--- config.mk ---
export PLATFORM = sky130hd
export DESIGN_NAME = tnoc_flit_serializer
export DESIGN_NICKNAME = d
export VERILOG_FILES = /design/src/rtl/tnoc_pkg.sv /design/src/rtl/tnoc_round_robin_arbiter.sv /design/src/rtl/tnoc_flit_serializer.sv
export SDC_FILE = /design/constraint.sdc
export NUM_CORES = 1
export LEC_CHECK = 0
export CORE_AREA = 2 2 120 122
export CTS_CLUSTER_SIZE = 25
export DETAILED_ROUTE_END_ITERATION = 8
export DIE_AREA = 0 0 122 124
export GPL_TIMING_DRIVEN = 0
export PLACE_DENSITY_LB_ADDON = 0.08
export REMOVE_ABC_BUFFERS = 1
export SYNTH_ARGS = -nofsm -noshare
export SYNTH_HDL_FRONTEND = slang
export SYNTH_SLANG_ARGS = --single-unit
export TNS_END_PERCENT = 1
--- constraint.sdc ---
create_clock -name i_clk -period 1.55 [get_ports i_clk]
set_input_delay 0.155 -clock i_clk [delete_from_list [all_inputs] [get_ports i_clk]]
set_output_delay 0.155 -clock i_clk [all_outputs]
set_load 0.05 [all_outputs]
--- src/rtl/tnoc_pkg.sv ---
// Shared NoC types and helpers: flit field layout, flit type encoding and
// serializer FSM states.
package tnoc_pkg;

  // Number of flit-sized slices needed to carry a header of the given width.
  function automatic int get_header_flit_count(input int header_width, input int flit_data_width);
    return (header_width + flit_data_width - 1) / flit_data_width;
  endfunction

  typedef enum logic {
    TNOC_FLIT_HEADER  = 1'b0,
    TNOC_FLIT_PAYLOAD = 1'b1
  } tnoc_flit_type;

  localparam int TNOC_FLIT_TYPE_BIT = 0;
  localparam int TNOC_FLIT_HEAD_BIT = 1;
  localparam int TNOC_FLIT_TAIL_BIT = 2;
  localparam int TNOC_FLIT_DATA_LSB = 3;

  typedef enum logic [1:0] {
    ST_IDLE    = 2'd0,
    ST_HEADER  = 2'd1,
    ST_PAYLOAD = 2'd2
  } tnoc_ser_state_e;

endpackage

--- src/rtl/tnoc_round_robin_arbiter.sv ---
// Combinational round-robin arbiter: grants the first requester at or after
// i_pointer, searching cyclically, as a one-hot vector plus encoded index.
module tnoc_round_robin_arbiter #(
  parameter int REQUESTS = 2,
  localparam int IDX_W   = (REQUESTS > 1) ? $clog2(REQUESTS) : 1
) (
  input  logic [REQUESTS-1:0] i_request,
  input  logic [IDX_W-1:0]    i_pointer,
  input  logic                i_enable,
  output logic [REQUESTS-1:0] o_grant,
  output logic [IDX_W-1:0]    o_grant_index
);

  logic [IDX_W:0]   w_sum [REQUESTS];
  logic [IDX_W-1:0] w_idx [REQUESTS];

  // w_idx[k] is the channel visited k steps after the pointer.
  for (genvar gi = 0; gi < REQUESTS; gi++) begin : g_idx
    assign w_sum[gi] = {1'b0, i_pointer} + (IDX_W+1)'(gi);
    assign w_idx[gi] = (w_sum[gi] >= (IDX_W+1)'(REQUESTS))
                     ? IDX_W'(w_sum[gi] - (IDX_W+1)'(REQUESTS))
                     : IDX_W'(w_sum[gi]);
  end

  // Scan from the farthest offset down so the nearest requester wins.
  always_comb begin
    o_grant       = '0;
    o_grant_index = '0;
    if (i_enable) begin
      for (int i = REQUESTS - 1; i >= 0; i--) begin
        if (i_request[w_idx[i]]) begin
          o_grant             = '0;
          o_grant[w_idx[i]]   = 1'b1;
          o_grant_index       = w_idx[i];
        end
      end
    end
  end

endmodule

--- src/rtl/tnoc_flit_serializer.sv ---
// Multi-channel packet-to-flit serializer: packet-granular round-robin over
// the input channels, header split into flit-sized slices, payload passed through.
module tnoc_flit_serializer
  import tnoc_pkg::*;
#(
  parameter int  CHANNELS        = 2,
  parameter int  HEADER_WIDTH    = 70,
  parameter int  PAYLOAD_WIDTH   = 36,
  parameter int  FLIT_DATA_WIDTH = 32,
  localparam int HEADER_FLITS    = get_header_flit_count(HEADER_WIDTH, FLIT_DATA_WIDTH),
  localparam int FLIT_WIDTH      = FLIT_DATA_WIDTH + 3,
  localparam int CH_W            = (CHANNELS > 1) ? $clog2(CHANNELS) : 1
) (
  input  logic                              i_clk,
  input  logic                              i_rst,
  input  logic [CHANNELS-1:0]               i_header_valid,
  output logic [CHANNELS-1:0]               o_header_ready,
  input  logic [CHANNELS*HEADER_WIDTH-1:0]  i_header,
  input  logic [CHANNELS-1:0]               i_header_has_payload,
  input  logic [CHANNELS-1:0]               i_payload_valid,
  output logic [CHANNELS-1:0]               o_payload_ready,
  input  logic [CHANNELS*PAYLOAD_WIDTH-1:0] i_payload,
  input  logic [CHANNELS-1:0]               i_payload_last,
  output logic                              o_flit_valid,
  input  logic                              i_flit_ready,
  output logic [FLIT_WIDTH-1:0]             o_flit,
  output logic [CH_W-1:0]                   o_flit_channel
);

  localparam int FI_W         = (HEADER_FLITS > 1) ? $clog2(HEADER_FLITS) : 1;
  localparam int HEADER_PAD_W = HEADER_FLITS * FLIT_DATA_WIDTH;

  tnoc_ser_state_e              r_state, w_state_next;
  logic [CH_W-1:0]              r_grant, w_grant_next;
  logic [CH_W-1:0]              r_rr_ptr, w_rr_ptr_next;
  logic [HEADER_WIDTH-1:0]      r_header, w_header_next;
  logic                         r_has_payload, w_has_payload_next;
  logic [FI_W-1:0]              r_flit_idx, w_flit_idx_next;

  logic [HEADER_WIDTH-1:0]      w_header_in    [CHANNELS];
  logic [FLIT_DATA_WIDTH-1:0]   w_payload_ext  [CHANNELS];
  logic [HEADER_PAD_W-1:0]      w_header_pad;
  logic [FLIT_DATA_WIDTH-1:0]   w_header_words [HEADER_FLITS];

  logic                         w_arb_enable;
  logic [CHANNELS-1:0]          w_arb_grant;
  logic [CH_W-1:0]              w_arb_index;

  logic                         w_flit_valid;
  logic                         w_head;
  logic                         w_tail;
  logic                         w_last_hdr;
  tnoc_flit_type                w_type;
  logic [FLIT_DATA_WIDTH-1:0]   w_data;

  for (genvar gi = 0; gi < CHANNELS; gi++) begin : g_ch
    assign w_header_in[gi] = i_header[gi*HEADER_WIDTH +: HEADER_WIDTH];
    if (PAYLOAD_WIDTH >= FLIT_DATA_WIDTH) begin : g_trunc
      assign w_payload_ext[gi] = i_payload[gi*PAYLOAD_WIDTH +: FLIT_DATA_WIDTH];
    end else begin : g_zext
      assign w_payload_ext[gi] = {{(FLIT_DATA_WIDTH-PAYLOAD_WIDTH){1'b0}},
                                  i_payload[gi*PAYLOAD_WIDTH +: PAYLOAD_WIDTH]};
    end
  end

  // Zero-pad the header so the last slice is full width.
  if (HEADER_PAD_W > HEADER_WIDTH) begin : g_pad
    assign w_header_pad = {{(HEADER_PAD_W-HEADER_WIDTH){1'b0}}, r_header};
  end else begin : g_nopad
    assign w_header_pad = r_header;
  end

  for (genvar gi = 0; gi < HEADER_FLITS; gi++) begin : g_words
    assign w_header_words[gi] = w_header_pad[gi*FLIT_DATA_WIDTH +: FLIT_DATA_WIDTH];
  end

  assign w_arb_enable = (r_state == ST_IDLE) && !i_rst;

  tnoc_round_robin_arbiter #(
    .REQUESTS (CHANNELS)
  ) u_arbiter (
    .i_request     (i_header_valid),
    .i_pointer     (r_rr_ptr),
    .i_enable      (w_arb_enable),
    .o_grant       (w_arb_grant),
    .o_grant_index (w_arb_index)
  );

  assign w_last_hdr = (r_flit_idx == FI_W'(HEADER_FLITS - 1));

  always_comb begin
    w_state_next       = r_state;
    w_grant_next       = r_grant;
    w_rr_ptr_next      = r_rr_ptr;
    w_header_next      = r_header;
    w_has_payload_next = r_has_payload;
    w_flit_idx_next    = r_flit_idx;
    o_header_ready     = '0;
    o_payload_ready    = '0;
    w_flit_valid       = 1'b0;
    w_type             = TNOC_FLIT_HEADER;
    w_head             = 1'b0;
    w_tail             = 1'b0;
    w_data             = '0;

    case (r_state)
      ST_IDLE: begin
        if (|w_arb_grant) begin
          o_header_ready     = w_arb_grant;
          w_grant_next       = w_arb_index;
          w_header_next      = w_header_in[w_arb_index];
          w_has_payload_next = i_header_has_payload[w_arb_index];
          w_flit_idx_next    = '0;
          w_rr_ptr_next      = (w_arb_index == CH_W'(CHANNELS - 1)) ? '0 : w_arb_index + CH_W'(1);
          w_state_next       = ST_HEADER;
        end
      end

      ST_HEADER: begin
        w_flit_valid = 1'b1;
        w_type       = TNOC_FLIT_HEADER;
        w_data       = w_header_words[r_flit_idx];
        w_head       = (r_flit_idx == '0);
        w_tail       = w_last_hdr && !r_has_payload;
        if (i_flit_ready) begin
          if (w_last_hdr) begin
            w_state_next = r_has_payload ? ST_PAYLOAD : ST_IDLE;
          end else begin
            w_flit_idx_next = r_flit_idx + FI_W'(1);
          end
        end
      end

      ST_PAYLOAD: begin
        // Pure pass-through; the upstream beat holds itself under backpressure.
        w_flit_valid             = i_payload_valid[r_grant];
        o_payload_ready[r_grant] = i_flit_ready;
        w_type                   = TNOC_FLIT_PAYLOAD;
        w_tail                   = i_payload_last[r_grant];
        w_data                   = w_payload_ext[r_grant];
        if (i_payload_valid[r_grant] && i_flit_ready && i_payload_last[r_grant]) begin
          w_state_next = ST_IDLE;
        end
      end

      default: begin
        w_state_next = ST_IDLE;
      end
    endcase
  end

  always_ff @(posedge i_clk) begin
    if (i_rst) begin
      r_state       <= ST_IDLE;
      r_grant       <= '0;
      r_rr_ptr      <= '0;
      r_header      <= '0;
      r_has_payload <= 1'b0;
      r_flit_idx    <= '0;
    end else begin
      r_state       <= w_state_next;
      r_grant       <= w_grant_next;
      r_rr_ptr      <= w_rr_ptr_next;
      r_header      <= w_header_next;
      r_has_payload <= w_has_payload_next;
      r_flit_idx    <= w_flit_idx_next;
    end
  end

  assign o_flit_valid = w_flit_valid;

  // Flit and channel read as zero whenever no flit is offered.
  always_comb begin
    o_flit         = '0;
    o_flit_channel = '0;
    if (w_flit_valid) begin
      o_flit[TNOC_FLIT_TYPE_BIT]                     = w_type;
      o_flit[TNOC_FLIT_HEAD_BIT]                     = w_head;
      o_flit[TNOC_FLIT_TAIL_BIT]                     = w_tail;
      o_flit[TNOC_FLIT_DATA_LSB +: FLIT_DATA_WIDTH]  = w_data;
      o_flit_channel                                 = r_grant;
    end
  end

endmodule

# Yosys cells after proc, flatten, opt, wreduce, memory -nomap -nowiden
# Index checks and enable logic that the tools add are counted.
# word_totals
reg_bits	77
input_bits	223
output_inout_bits	41
word_cells	105
# op_classes
addsub	5
order_cmp	12
eq_ne	8
mux	54
bitwise_logic	4
reduce_logical	16
# ops
op	count
$mux 70	3
$mux 32	5
$bmux 32 s2	1
$pmux 32 s2	1
$mux 35	1
$mux 2	14
$mux 1	22
$lt 1x2->1 const B	4
$ne 2x2->1 const B	4
$reduce_and 4->1	2
$logic_and 1x1->1	7
$ge 2x2->1 const B	3
$pmux 2 s3	1
$eq 2x2->1 const B	2
$logic_not 2->1	2
$not 1->2	2
$pmux 1 s2	2
$pmux 2 s2	1
$demux 1 s1	3
$ge 1x1->1 const B	3
$ge 3x3->1 const B	1
$not 2->3	1
$add 1x1->2 const B	1
$add 2x1->2 const B	1
other kinds (10)	12

# Logic depth before layout (Yosys ltp)
# Gate-level depths: netlist of run 1.
# depth
depth_word	13
depth_mapped	8
mapped_depth_nobuf	7

# By module
# From an unflattened synthesis of run 1, not the netlist that was laid out.
# unflattened
hier_cells	552
hier_area_um2	5142.4
# by_module_without_submodules
mod	n_inst	cells_each	area_each_um2	seq_area_each_um2
tnoc_flit_serializer	1	546	5113.7	1541.5
tnoc_round_robin_arbiter	1	6	28.8	0.0

# Least setup slack after synthesis of run 1
# No wires, ideal clock.
# synth_timing
path_kind	reg-to-output
start	register r_state[1]
end	output port o_flit[31]
arrival_ns	1.846
t_required_ns	1.395
setup_slack_ns	-0.451
path_stages_with_launch	8
n_path_buf	2
cell_sequence	dfxtp_1 -> inv_1 -> ha_1 -> buf_2 -> nand2_1 -> buf_2 -> o22ai_1 -> nor2b_1
# synth_via
elab_chain_cells	3
word_cells_on_any_way	5
classes_between	2 x eq/ne; 3 x mux
# synth_lines
element	line	text
start, declared	tnoc_flit_serializer.sv:33	tnoc_ser_state_e r_state, w_state_next;
start signal, assigned	tnoc_flit_serializer.sv:161	r_state <= w_state_next;
$eq 2x2->1 or $eq 2x1->1 (tied branches)	tnoc_flit_serializer.sv:106	case (r_state)
$pmux 32 s2 or $pmux 1 s2 (tied branches)	tnoc_flit_serializer.sv:106	
$mux 35 (*)	tnoc_flit_serializer.sv:176	if (w_flit_valid) begin
end, declared	tnoc_flit_serializer.sv:26	output logic [FLIT_WIDTH-1:0] o_flit,
# Mark *: on every way between the ends. The rest lies on a longest branch, timed or not.

# Worst setup path in the final report of run 1
# layout_timing
start	register r_state[0]
end	output port o_flit[2]
# layout_via
elab_chain_cells	3
word_cells_on_any_way	5
classes_between	2 x eq/ne; 3 x mux
# layout_lines
element	line
$eq 2x2->1 or $eq 2x1->1 (tied branches)	tnoc_flit_serializer.sv:106
$pmux 1 s2	tnoc_flit_serializer.sv:106
$mux 35 (*)	tnoc_flit_serializer.sv:176
# Marked as above.

==> results.yml, run 1 <==
run_status:
  status: "complete, but fails checks"
  violations: "setup timing"
logic_synthesis:
  synth_edf_count: 0
  yosysTopAreaCellShare_pct: 31.3
  netlist_top_cells_count: "77 x dfxtp_1, 67 x mux2i_1, 65 x nor2_1, 51 x nand2_1, 43 x a211oi_2"
  synth.avg_cell_area_sq_um: 8.68
  post-synth-top-count-cell: "dfxtp_1"
  ys_ff_latch: 77
  synth.area.top_cells: "dfxtp_1 31%, mux2i_1 14%, a211oi_2 11%"
  syn_area_sq_um: 4920
  netlist-cell-type-count: 39
  ys_seq_area_share_pct: 31.3
  synth_warnings: 0
  synth_area_leader_cell: "dfxtp_1"
  ys.flop_type: "dfxtp_1"
  async_flop_share_pct: 0
  synthCells: 567
drt:
  wl_per_cell_um: 21.4
  wirelength_mm: 21.7
  vias: 5591
  viasPerCell: 5.53
  route.detailed.drc: 0
  drtAntennaViolNets: 0
  drtPass1Iterations: 6
  drtIter0Drc: 496
critical_path:
  required_ns: 1.39
  cp.arrival_ns: 1.83
  ff2ff_path_depth: 9
  cp-start-kind: "flop"
  end_kind: "output pin"
  path_max_fanout: 9
  path_class: "flop to output pin"
floorplanning:
  coreArea_sq_um: 13700
  io_pins: 264
  fp.dieArea_sq_um: 15100
  placementRows: 43
  initial_core_util_pct: 35.9
  die_w_um: 122
  die_h_um: 124
sta:
  fin_crit_ns: 1.98
  tightestPinTransition_ns: 0.981
  maxSlewHeadroom_pct: 34.6
  setup_viol: 117
  period_share_pct: 128
  hold_viol_final: 0
  max_freq_mhz: 504
  skew_ns: 0.00620
  slew_violations: 0
  rsz0062_at_grt: "yes"
  setup_slack_ns: -0.434
final_layout:
  antenna_cells: 0
  area_delta_synth_final_pct: 78.1
  fin_cells: 1011
  drive_gt1_share_pct: 27.9
  nNetsFinal: 1054
clock_network:
  cts_inserted_buffers: 9
  clkLatencyLatePin_ns: 0.34
  cts_tree: "yes"
  cts_root_buffer: "clkbuf_16"
  clock-sinks: 77
  cts_max_level: 3
  clock_tree.buffer_depth: 2
  cts.clk_slew.worst_paths_ns: 0.06
place:
  place.gp.congestion: 0.799
  dp.cells: 954
  port_buffers: 255
  hpwl_mm: 11.5
hold_path:
  hold_depth: 3
  hp-class: "input port to flop"
pwr:
  leakage_nw: 3.15
  total_power_mw: 8.40
  ir_worst_vdd_v: 0.000580
  powerDensity_nw_per_um2: 958
global_routing:
  grt_max_degree: 59
  grt.overflow.total: 0
  antenna_found_initial: 0
  grt_pass1_vias: 5563
  grt_pass1_wl_mm: 31.5
  grt.total_usage_pct: 27.8
job:
  cap_violations: 0
[worst paths after layout]
kind	start	end	slack (ns)
worst min-delay path	i_header[124]	r_header[54]	0.42
worst min register to register	r_header[38]	r_header[38]	0.46
worst max register to register	r_state[0]	r_header[29]	-0.30
worst max-delay path	r_state[0]	o_flit[2]	-0.43
[per-layer routing]
layer	share of wire (%)	track usage (%)	routed length (um)
met5	0	0	0
met1	41	34.5	8850
met3	8.2	6.18	1770
met2	49	47.2	10600
met4	2.1	10.6	448
[cells in the final DEF, fill, tap and decap left out, types with 18 or more instances in the layout]
| cell | count |
|---|---|
| clkdlybuf4s50_1 | 212 |
| dfxtp_1 | 72 |
| mux2i_1 | 65 |
| nor2_1 | 54 |
| nand2_1 | 47 |
| a211oi_2 | 43 |
| buf_6 | 38 |
| a21oi_1 | 29 |
| inv_1 | 27 |
| a222oi_1 | 25 |
| o22ai_1 | 23 |
| a21oi_2 | 23 |
| buf_4 | 20 |
| nor2b_4 | 18 |
[metrics by stage]
| stage | setup WS [ns] | util, % | hold slack [ns] | TNS [ns] | cell area, sq um |
|---|---|---|---|---|---|
| final | -0.434 | 63.9 | 0.419 | -32.91 | 8760 |
| after CTS | -0.384 | 62.3 | 0.410 | -29.53 | 8540 |
| after floorplan | -1.55 | - | 0.220 | -146.98 | 4610 |
| after detailed placement | -2.73 | 54.6 | 0.448 | -215.78 | 7490 |
| after global routing | -0.472 | 63.9 | 0.431 | -39.53 | 8760 |
| after global placement | -5.29 | 53.8 | 0.446 | -470.35 | 7380 |
[cells by family after synthesis]
kind of cell | after synthesis | share of synthesized area (%)
compound gates | 164 | 28.6
fa+ha+maj | 5 | 1.27
buf+inv | 86 | 9.15
flops | 77 | 31.3
mux | 68 | 13.9
simple gates | 167 | 15.8
[area by class of cell]
| cell class | count | area (sq um) |
|---|---|---|
| clock buffers | 15 | 268 |
| clock inverters | 1 | 5.00 |
| fillers | 1181 | 4960 |
| inverters | 34 | 185 |
| multi-input cells | 409 | 3350 |
| flip-flops and latches | 77 | 1560 |
| well taps | 180 | 225 |
| repair buffers | 289 | 3080 |
| repair inverters | 6 | 92.6 |
[registers in the layout, summed over array words and instances, names as in the netlist]
register	cells
r_state	2
r_header	70
r_grant	1
r_rr_ptr	1
r_flit_idx	2
r_has_payload	1
[power breakdown]
group	total (mW)	internal, mW	switching [mW]
Combinational	3.79	1.82	1.97
Clock	2.01	1.17	0.834
Sequential	2.60	2.37	0.228
Total	8.40	5.36	3.03
[critical path, stage by stage (launching register included)]
cell and delay (ns):
dfxtp_4 0.37, inv_6 0.04, buf_12 0.11, ha_4 0.27, o21ai_4 0.07, buf_6 0.15
buf_8 0.15, nor2_2 0.14, buf_6 0.17
[timing repair]
action | 4_1_cts | 5_1_grt
cloned | 13 | 1
endpoints found under the setup margin | 118 | 117
hold buffers | 0 | 0
endpoints found under the hold margin | 0 | 0
pin swaps | 16 | 5
gates resized for setup | 381 | 50
setup buffers | 27 | 0
(Power assumes the default switching activity.)
==> run 2: changes to the inputs <==
- CORE_AREA: 2 2 120 122 -> 2 2 110 112
- DIE_AREA: 0 0 122 124 -> 0 0 112 114
- clock period: 1.55 -> 2.5 ns (I/O delays scaled with it)
==> results.yml, run 2 (synthesized netlist as in run 1, its figures left out) <==
drt:
  wl_met2_mm: 9.34
  drtAntennaViolNets: 0
  route.met3.wl_mm: 1.37
  drtPass1Iterations: 6
  wl_per_cell_um: 19.2
  met1_length_mm: 7.05
  route.detailed.drc: 0
  wirelength_mm: 18.2
  drtIter0Drc: 399
  topRoutingLayerUsed: "met4"
  vias: 5277
  viasPerCell: 5.58
final_layout:
  fillers: 1013
  multi_input_comb_area_sq_um: 3010
  largestRegisters: "r_header (70), r_flit_idx (2), r_state (2)"
  final_common_cell: "clkdlybuf4s50_1"
  antenna_cells: 0
  nNetsFinal: 1021
  final_util_pct: 66.5
  seqCellArea_sq_um: 1550
  area_delta_synth_final_pct: 58.3
  drive_gt1_share_pct: 18.3
  largest_register_ffs: 70
  final_cell_mix: "215 x clkdlybuf4s50_1, 74 x dfxtp_1, 67 x mux2i_1, 63 x nor2_1, 50 x nand2_1"
  top_register: "r_header"
  fin_cells: 945
  fin_area_sq_um: 7790
global_routing:
  grt_pass1_wl_mm: 27.7
  antenna_found_initial: 0
  grt_pass1_vias: 5637
  grt.overflow.total: 0
  grt_max_degree: 59
  grt.total_usage_pct: 27.2
sta:
  fin_tns_setup_ns: -0.000501
  fin_crit_ns: 2.50
  setup_viol: 1
  setup_slack_ns: -0.000501
  maxSlewHeadroom_pct: 39.9
  rsz0062_at_grt: "yes"
  period_share_pct: 100
  max_freq_mhz: 400
  slew_violations: 0
  hold_viol_final: 0
  skew_ns: 0.0121
  tightestPinTransition_ns: 0.902
job:
  cap_violations: 0
place:
  dp.cells: 921
  place.gp.congestion: 0.789
  port_buffers: 255
  place_area_sq_um: 7450
  hpwl_mm: 11.6
hold_path:
  hp-class: "flop to flop"
clock_network:
  cts_tree: "yes"
  cts_max_level: 3
  clock-sinks: 77
  cts_hold_buf: 0
  clkLatencyLatePin_ns: 0.33
  cts_inserted_buffers: 9
  clock_tree.buffer_depth: 2
  cts_root_buffer: "clkbuf_16"
  cts.clk_slew.worst_paths_ns: 0.06
run_status:
  violations: "setup timing"
  status: "complete, but fails checks"
floorplanning:
  placementRows: 40
  die_h_um: 114
  die_w_um: 112
  coreArea_sq_um: 11700
  io_pins: 264
  initial_core_util_pct: 42.0
  fp.dieArea_sq_um: 12800
critical_path:
  path_class: "flop to output pin"
  end_kind: "output pin"
  cp.arrival_ns: 2.25
  required_ns: 2.25
  path_max_fanout: 37
  cp-start-kind: "flop"
pwr:
  ir_worst_vdd_v: 0.000394
  leakage_nw: 2.86
  powerDensity_nw_per_um2: 633
run 2: cell types whose count changed in the layout (fill, tap and decap cells not counted), moves of 6 or more:
cell      change
nor2_2        -6
nor2b_1      +25
clkbuf_2      +7
buf_4        -17
nor2b_2       -7
clkbuf_4      +9
buf_6        -38
buf_2        +20
nor2_1        +9
buf_8         -6
nor2b_4      -18
run 2: metal layers:
layer | up-vias | GRT usage [%]
met5 | - | 0
met1 | 2510 | 29.9
met4 | 0 | 11.2
li1 | 2511 | -
met2 | 226 | 50.0
met3 | 30 | 7.01
run 2: where the power goes:
part           total, mW  internal [mW]  switching, mW
Clock               1.46          0.911          0.551
Sequential          1.64           1.47          0.175
Combinational       1.82          0.870          0.954
Total               4.93           3.25           1.68
run 2: cell type report:
type                            instances  area share, %
Multi-Input combinational cell        407           38.7
Tap cell                              147           2.36
Sequential cell                        77           19.9
Clock inverter                          6           1.20
Clock buffer                           10           3.07
Inverter                               34           2.22
Timing Repair Buffer                  262           32.4
Timing Repair inverter                  2          0.225
run 2: worst max-delay path, cell delays in order, from the launching register on:
cell and delay [ns]:
dfxtp_1 0.33, inv_1 0.11, ha_1 0.28, and3b_2 0.34
nand2_8 0.22, inv_16 0.24, clkdlybuf4s18_2 0.40
run 2: path summary, 6_finish.rpt:
kind | depth (start not counted) | slack, ns | endpoint | startpoint
setup / recovery | 6 | -0.0005 | o_header_ready[0] | r_state[0]
hold / removal | 2 | 0.46 | r_header[53] | r_header[53]
setup reg to reg | 8 | 0.23 | r_header[51] | r_state[0]
hold reg to reg | 2 | 0.46 | r_header[53] | r_header[53]
run 2: timing repair:
action	in CTS	in global routing
pin swaps	2	1
gates cloned	4	1
setup endpoints to repair	111	38
gates resized for setup	113	92
setup buffers	3	0
run 2: stage by stage:
stage	setup slack (ns)	hold WS, ns	power, mW
6_report	-0.000501	0.461	4.93
5_1_grt	-0.107	0.482	5.16
4_1_cts	-0.106	0.462	4.92
3_5_place_dp	-1.83	0.453	3.39
3_3_place_gp	-4.39	0.446	3.30
2_1_floorplan	-0.696	0.315	2.62
